[src/rtl/id_ex_pipe_reg.sv]
// id_ex_pipe_reg: ID/EX pipeline register with two-entry skid buffer, flush and
// optional load-use hazard detection (enabled by defining ID_EX_HAZARD_DETECT_EN).
module id_ex_pipe_reg #(
  parameter int DATA_W = 32,
  parameter int REG_AW = 5,
  parameter int CTRL_W = 8
) (
  input  logic              clk,
  input  logic              rst_n,
  input  logic              flush,
  input  logic              in_valid,
  output logic              in_ready,
  input  logic [CTRL_W-1:0] ctrl_in,
  input  logic [DATA_W-1:0] rd1_in,
  input  logic [DATA_W-1:0] rd2_in,
  input  logic [DATA_W-1:0] imm_in,
  input  logic [REG_AW-1:0] rs_in,
  input  logic [REG_AW-1:0] rt_in,
  input  logic [REG_AW-1:0] rd_in,
  output logic              out_valid,
  input  logic              out_ready,
  output logic [CTRL_W-1:0] ctrl_out,
  output logic [DATA_W-1:0] rd1_out,
  output logic [DATA_W-1:0] rd2_out,
  output logic [DATA_W-1:0] imm_out,
  output logic [REG_AW-1:0] rs_out,
  output logic [REG_AW-1:0] rt_out,
  output logic [REG_AW-1:0] rd_out,
  output logic              hazard_stall
);
  localparam int E_W = CTRL_W + 3 * DATA_W + 3 * REG_AW;
  logic [E_W-1:0]    w_in, r_main, r_skid;
  logic [CTRL_W-1:0] w_ctrl;
  logic              r_main_valid, r_skid_valid, w_accept, w_handoff, w_stall;
  assign w_in = {ctrl_in, rd1_in, rd2_in, imm_in, rs_in, rt_in, rd_in};
  assign {w_ctrl, rd1_out, rd2_out, imm_out, rs_out, rt_out, rd_out} = r_main;
  // an empty slot must look like a bubble to EX, whatever stale control it holds
  assign ctrl_out     = r_main_valid ? w_ctrl : '0;
  assign out_valid    = r_main_valid;
  assign in_ready     = rst_n & ~r_skid_valid & ~w_stall & ~flush;
  assign w_accept     = in_valid & in_ready;
  assign w_handoff    = r_main_valid & out_ready;
  assign hazard_stall = w_stall;
`ifdef ID_EX_HAZARD_DETECT_EN
  logic              r_load_mr;
  logic [REG_AW-1:0] r_load_rt;
  function automatic logic f_match(input logic [REG_AW-1:0] rt_q, rs, rt);
    return (rt_q == rs && rs != '0) || (rt_q == rt && rt != '0);
  endfunction
  assign w_stall = in_valid & ((r_main_valid & w_ctrl[2] & f_match(rt_out, rs_in, rt_in)) |
                               (r_load_mr & f_match(r_load_rt, rs_in, rt_in)));
  always_ff @(posedge clk or negedge rst_n) begin
    if (!rst_n) begin
      r_load_mr <= 1'b0;
      r_load_rt <= '0;
    end else if (flush || !w_handoff) begin
      r_load_mr <= 1'b0;
    end else begin
      r_load_mr <= ctrl_out[2];
      r_load_rt <= rt_out;
    end
  end
`else
  assign w_stall = 1'b0;
`endif
  always_ff @(posedge clk or negedge rst_n) begin
    if (!rst_n) begin
      r_main_valid <= 1'b0;
      r_skid_valid <= 1'b0;
      r_main       <= '0;
      r_skid       <= '0;
    end else if (flush) begin
      r_main_valid <= 1'b0;
      r_skid_valid <= 1'b0;
    end else begin
      if (w_handoff && r_skid_valid) r_main <= r_skid;
      else if (w_accept && (!r_main_valid || w_handoff)) r_main <= w_in;
      if (w_accept && r_main_valid && !w_handoff) r_skid <= w_in;
      r_main_valid <= r_main_valid ? (!w_handoff || r_skid_valid || w_accept) : w_accept;
      r_skid_valid <= r_skid_valid ? !w_handoff : (w_accept && r_main_valid && !w_handoff);
    end
  end
endmodule

[config.mk]
export PLATFORM = sky130hd
export DESIGN_NAME = id_ex_pipe_reg
export DESIGN_NICKNAME = d
export VERILOG_FILES = /design/src/rtl/id_ex_pipe_reg.sv
export SDC_FILE = /design/constraint.sdc
export NUM_CORES = 1
export LEC_CHECK = 0
export ABC_CLOCK_PERIOD_IN_PS = 1550
export CAP_MARGIN = 10
export CORE_MARGIN = 1
export CORE_UTILIZATION = 40
export CTS_CLUSTER_DIAMETER = 150
export CTS_CLUSTER_SIZE = 28
export DETAILED_ROUTE_END_ITERATION = 7
export PLACE_DENSITY = 0.64
export SETUP_SLACK_MARGIN = 0.15
export SYNTH_ARGS = -nofsm -noshare
export SYNTH_HDL_FRONTEND = slang
export SYNTH_SLANG_ARGS = --single-unit
[constraint.sdc]
create_clock -name clk -period 1.55 [get_ports clk]
set_input_delay 0.31 -clock clk [delete_from_list [all_inputs] [get_ports clk]]
set_output_delay 0.31 -clock clk [all_outputs]
set_load 0.005 [all_outputs]
==> PnR_summary.wiki <==
{| class="wikitable"
! Metric !! Value
|-
| Result of the run || complete, but fails checks
|-
| Violated checks || negative hold slack, negative setup slack
|-
| Count of synthesis-stage warnings from yosys || 0
|-
| Number of buffers between clock root and the deepest sink || 3
|-
| Number of buffers inserted by port buffering || around 240
|-
| Yosys cell types || 23
|-
| Largest clock skew in the final design || 0.0220 ns
|-
| Part of the power in registers || 0.508
|-
| Area of the core region || between 20000 and 30000 um2
|-
| Sequential share of the synthesized area || 0.504
|-
| Met2 usage in global routing || 0.272
|-
| Sinks on the clock net || 240
|-
| Initial antenna violation count || 1
|-
| Flip-flop and latch count after synthesis || 240
|-
| Final cell utilization of the core || 0.573
|-
| Cell taking the most area after synthesis || dfrtp_1
|-
| Number of top-level pins || 246
|-
| Wire length after detailed routing || 27600 um
|-
| Number of iterations in the first detailed-routing pass || 4
|-
| Slew at the pin with the worst max-slew slack || 0.788 ns
|-
| Global-route wire length before repair || 43400 um
|-
| # rows || just over 60
|-
| Number of H-tree levels || 1
|-
| Cells along the critical path || nor3b_2, buf_4, buf_6, buf_6, buf_6, and3_4, buf_12, buf_12, mux2_2
|-
| Most Frequent Cell on Critical Path || buf_6
|-
| Final number of setup-violating endpoints || between 200 and 250
|-
| Number of buffers created by CTS || 12
|-
| Unrepaired setup endpoints after global routing || yes
|-
| Total count of hold-check failures in the final report || 63
|-
| Maximum capacitance violations || 0
|-
| Diode insertion count for antenna repair || 0
|-
| Power density over the cells || 947 nW/um2
|-
| DR iter-0 viols || ~260
|-
| CP max-delay cell || dfrtp_2
|-
| Launch point of the worst path || r_skid_valid$_DFF_PN0_
|-
| Share of flip-flops with an asynchronous set or reset || 1.00
|-
| Avg Cell Area, Syn || 15.5 um2
|-
| DIE HEIGHT || between 150 and 200 um
|-
| Headroom to the max-slew limit || 0.475
|-
| Pre-CTS setup slack || -0.571 ns
|-
| Critical-path maximum fanout || 13
|-
| Worst endpoint data arrival time || 2.40 ns
|-
| Maximum clock frequency || 0.492 GHz
|-
| CTS tree || done
|-
| Critical R2R Launch || r_skid_valid$_DFF_PN0_
|-
| Post-synthesis net count || between 800 and 900
|-
| Final min period || between 2 and 2.5 ns
|-
| Part of the cycle the worst path needs || 1.31
|-
| Final HPWL from detailed placement || between 15000 and 20000 um
|-
| Clock latency reported for the late side of the worst-skew pair || 0.48 ns
|-
| Vias in the first global route || about 7500
|-
| Least setup slack across all paths after layout || -0.482 ns
|-
| Area of placed instances || between 10000 and 15000 um2
|-
| Endpoint of the lowest-slack register-to-register path || r_skid[65]$_DFFE_PN0P_
|-
| Worst IR drop on VDD || 566 uV
|-
| Worst path required time || about 1.9 ns
|-
| Global-route total usage across every layer || 0.179
|-
| Main synth FF type || dfrtp_1
|-
| EDFF count, synth || 0
|-
| Sw Share || 0.246
|-
| P_int || roughly 0.012 W
|-
| Delay of the slowest critical-path stage || 0.44 ns
|-
| Area growth, synth to finish || 39.5%
|-
| Total via count after detailed routing || around 6900
|-
| Final nets || between 1000 and 1500
|-
| Clock share of power || 0.227
|-
| Switching power of the nets || roughly 0.0039 W
|-
| Netlist Area Pre-Place || between 10000 and 15000 um2
|-
| Count of cells along the worst register-to-register path || 9
|-
| Cell types occupying the most area after synthesis || dfrtp_1 (50%), mux2_4 (14%), mux2_2 (12%), mux2_1 (11%), buf_4 (7.7%)
|-
| Fraction of final layout cells sized beyond drive strength 1 || 0.614
|-
| Worst hold-check slack || -0.134 ns
|-
| Antenna Violating Nets Remaining || 0
|-
| GR Overflow Total || 0
|-
| Static leakage power || 8.14 nW
|-
| CTS root buf || clkbuf_16
|-
| Kind of critical path || register to register
|-
| Worst Hold Class || primary input to asynchronous set/reset pin
|-
| Final max-slew violation count || 0
|-
| Crit start category || register
|-
| Gate power share || 0.265
|-
| Die footprint || ~30000 um2
|-
| GRT busiest layer || met2
|-
| Reg clk slew, reported paths || about 0.11 ns
|-
| Reg-to-reg slack, setup || -0.48 ns
|-
| CP Capture Type || register
|-
| Average detailed-routed wire length per instance || approximately 19 um
|-
| Pin count of the biggest net entering global routing || 135
|-
| Horizontal extent of the die || around 170 um
|-
| Number of instances in the synthesized netlist || 770
|-
| Most numerous cell in the Yosys netlist || dfrtp_1
|-
| Global routing met3 resource utilization || 0.0450
|-
| RD Place Congestion || between 0.7 and 0.8
|-
| Design area || between 15000 and 20000 um2
|-
| Starting density of the core || 0.411
|-
| Routed vias/inst || 4.72
|-
| Sum of negative setup slack || -97.18 ns
|-
| Remaining design rule violation count || 0
|-
| Share of the synthesized area in the top cell type || 0.504
|-
| Commonest cells in the netlist || dfrtp_1 (240), mux2_2 (129), buf_4 (123), mux2_1 (118), mux2_4 (110)
|-
| Global Route met1 Usage || 0.261
|}
-- per-layer routing --
metal	part of all wire	vias up
li1	-	3172
met1	0.49	3502
met2	0.44	174
met3	0.063	26
met4	0.013	0
met5	0	-
-- area by class of cell --
| class | count | area (um2) |
|---|---|---|
| clock inverter | 1 | 16.3 |
| inverter | 2 | 7.51 |
| tap | 384 | 480 |
| fill | 2311 | 12400 |
| sequential | 240 | 6010 |
| clock buffer | 13 | 325 |
| timing repair buffer | 439 | 4490 |
| multi-input combinational | 376 | 5290 |
-- state kept, by name, indices dropped and copies added (netlist names) --
name / count
r_skid_valid: 1
out_valid: 1
r_skid: 119
r_main: 119
-- critical path, delay by kind of cell, from the launching register on --
kind	cells	cell delay (ns)
simple gates	2	0.42
mux	1	0.34
buf+inv	6	0.70
flops	1	0.44
-- power by group through the flow --
stage	Sequential (W)	Combinational, W	Clock, W
after floorplan	0.00791	0.00266	0
after global placement	0.00811	0.00370	0
after detailed placement	0.00811	0.00377	0
after CTS	0.00796	0.00406	0.00374
after global routing	0.00815	0.00447	0.00396
final	0.00800	0.00417	0.00357
-- through the flow --
step	total power, W	hold WS, ns	std cells
finish	0.0157	-0.134	1455
global route	0.0166	-0.132	1455
CTS	0.0158	-0.144	1437
detailed placement	0.0119	0.391	1301
global placement	0.0118	0.389	1301
floorplan	0.0106	0.0144	770
-- cell usage in the layout, fill, tap and decap left out --
cell type | netlist | final
buf_8 | 1 | 8
mux2_1 | 118 | 45
clkinv_8 | 0 | 1
buf_4 | 123 | 88
nand3_4 | 0 | 1
inv_1 | 2 | 2
a211oi_4 | 1 | 1
buf_12 | 11 | 39
nor2b_2 | 0 | 1
clkdlybuf4s15_1 | 0 | 2
o21ai_0 | 1 | 1
clkbuf_2 | 0 | 7
a21oi_1 | 1 | 1
nand2_2 | 0 | 1
dfrtp_2 | 0 | 2
dfrtp_1 | 240 | 238
conb_1 | 1 | 1
o211a_1 | 1 | 1
mux2_2 | 129 | 24
and2_4 | 0 | 8
nor3b_2 | 1 | 1
buf_6 | 12 | 51
clkdlybuf4s50_1 | 0 | 122
buf_16 | 0 | 19
mux2_4 | 110 | 288
clkbuf_16 | 0 | 15
and3_4 | 0 | 1
nand3b_4 | 1 | 1
buf_2 | 3 | 101
-- cells by family (layout without fill, tap and decap cells) --
family,Yosys count,after routing,synth area share
AOI/OAI and AO/OA,4,4,0.00336
muxes,357,357,0.372
other,1,1,0.000315
buffers and inverters,154,455,0.111
and+or+nand+nor,14,14,0.00914
DFF,240,240,0.504
-- repair_timing --
action,CTS,global route
gates cloned,17,2
setup buffers,105,16
pin swaps,1,0
gates resized for setup,619,83
setup endpoints to repair,360,260
hold endpoints to repair,63,63
-- worst max path at each step --
stage	end	slack, ns
final	r_skid[65]$_DFFE_PN0P_	-0.48
after global routing	r_skid[114]$_DFFE_PN0P_	-0.57
after detailed placement	r_skid[110]$_DFFE_PN0P_	-0.57
after global placement	r_main[90]$_DFFE_PN0P_	-0.53
after floorplan	r_main[0]$_DFFE_PN0P_	-0.10
after CTS	r_skid[110]$_DFFE_PN0P_	-0.41
Power figures use the tool's default switching activity.
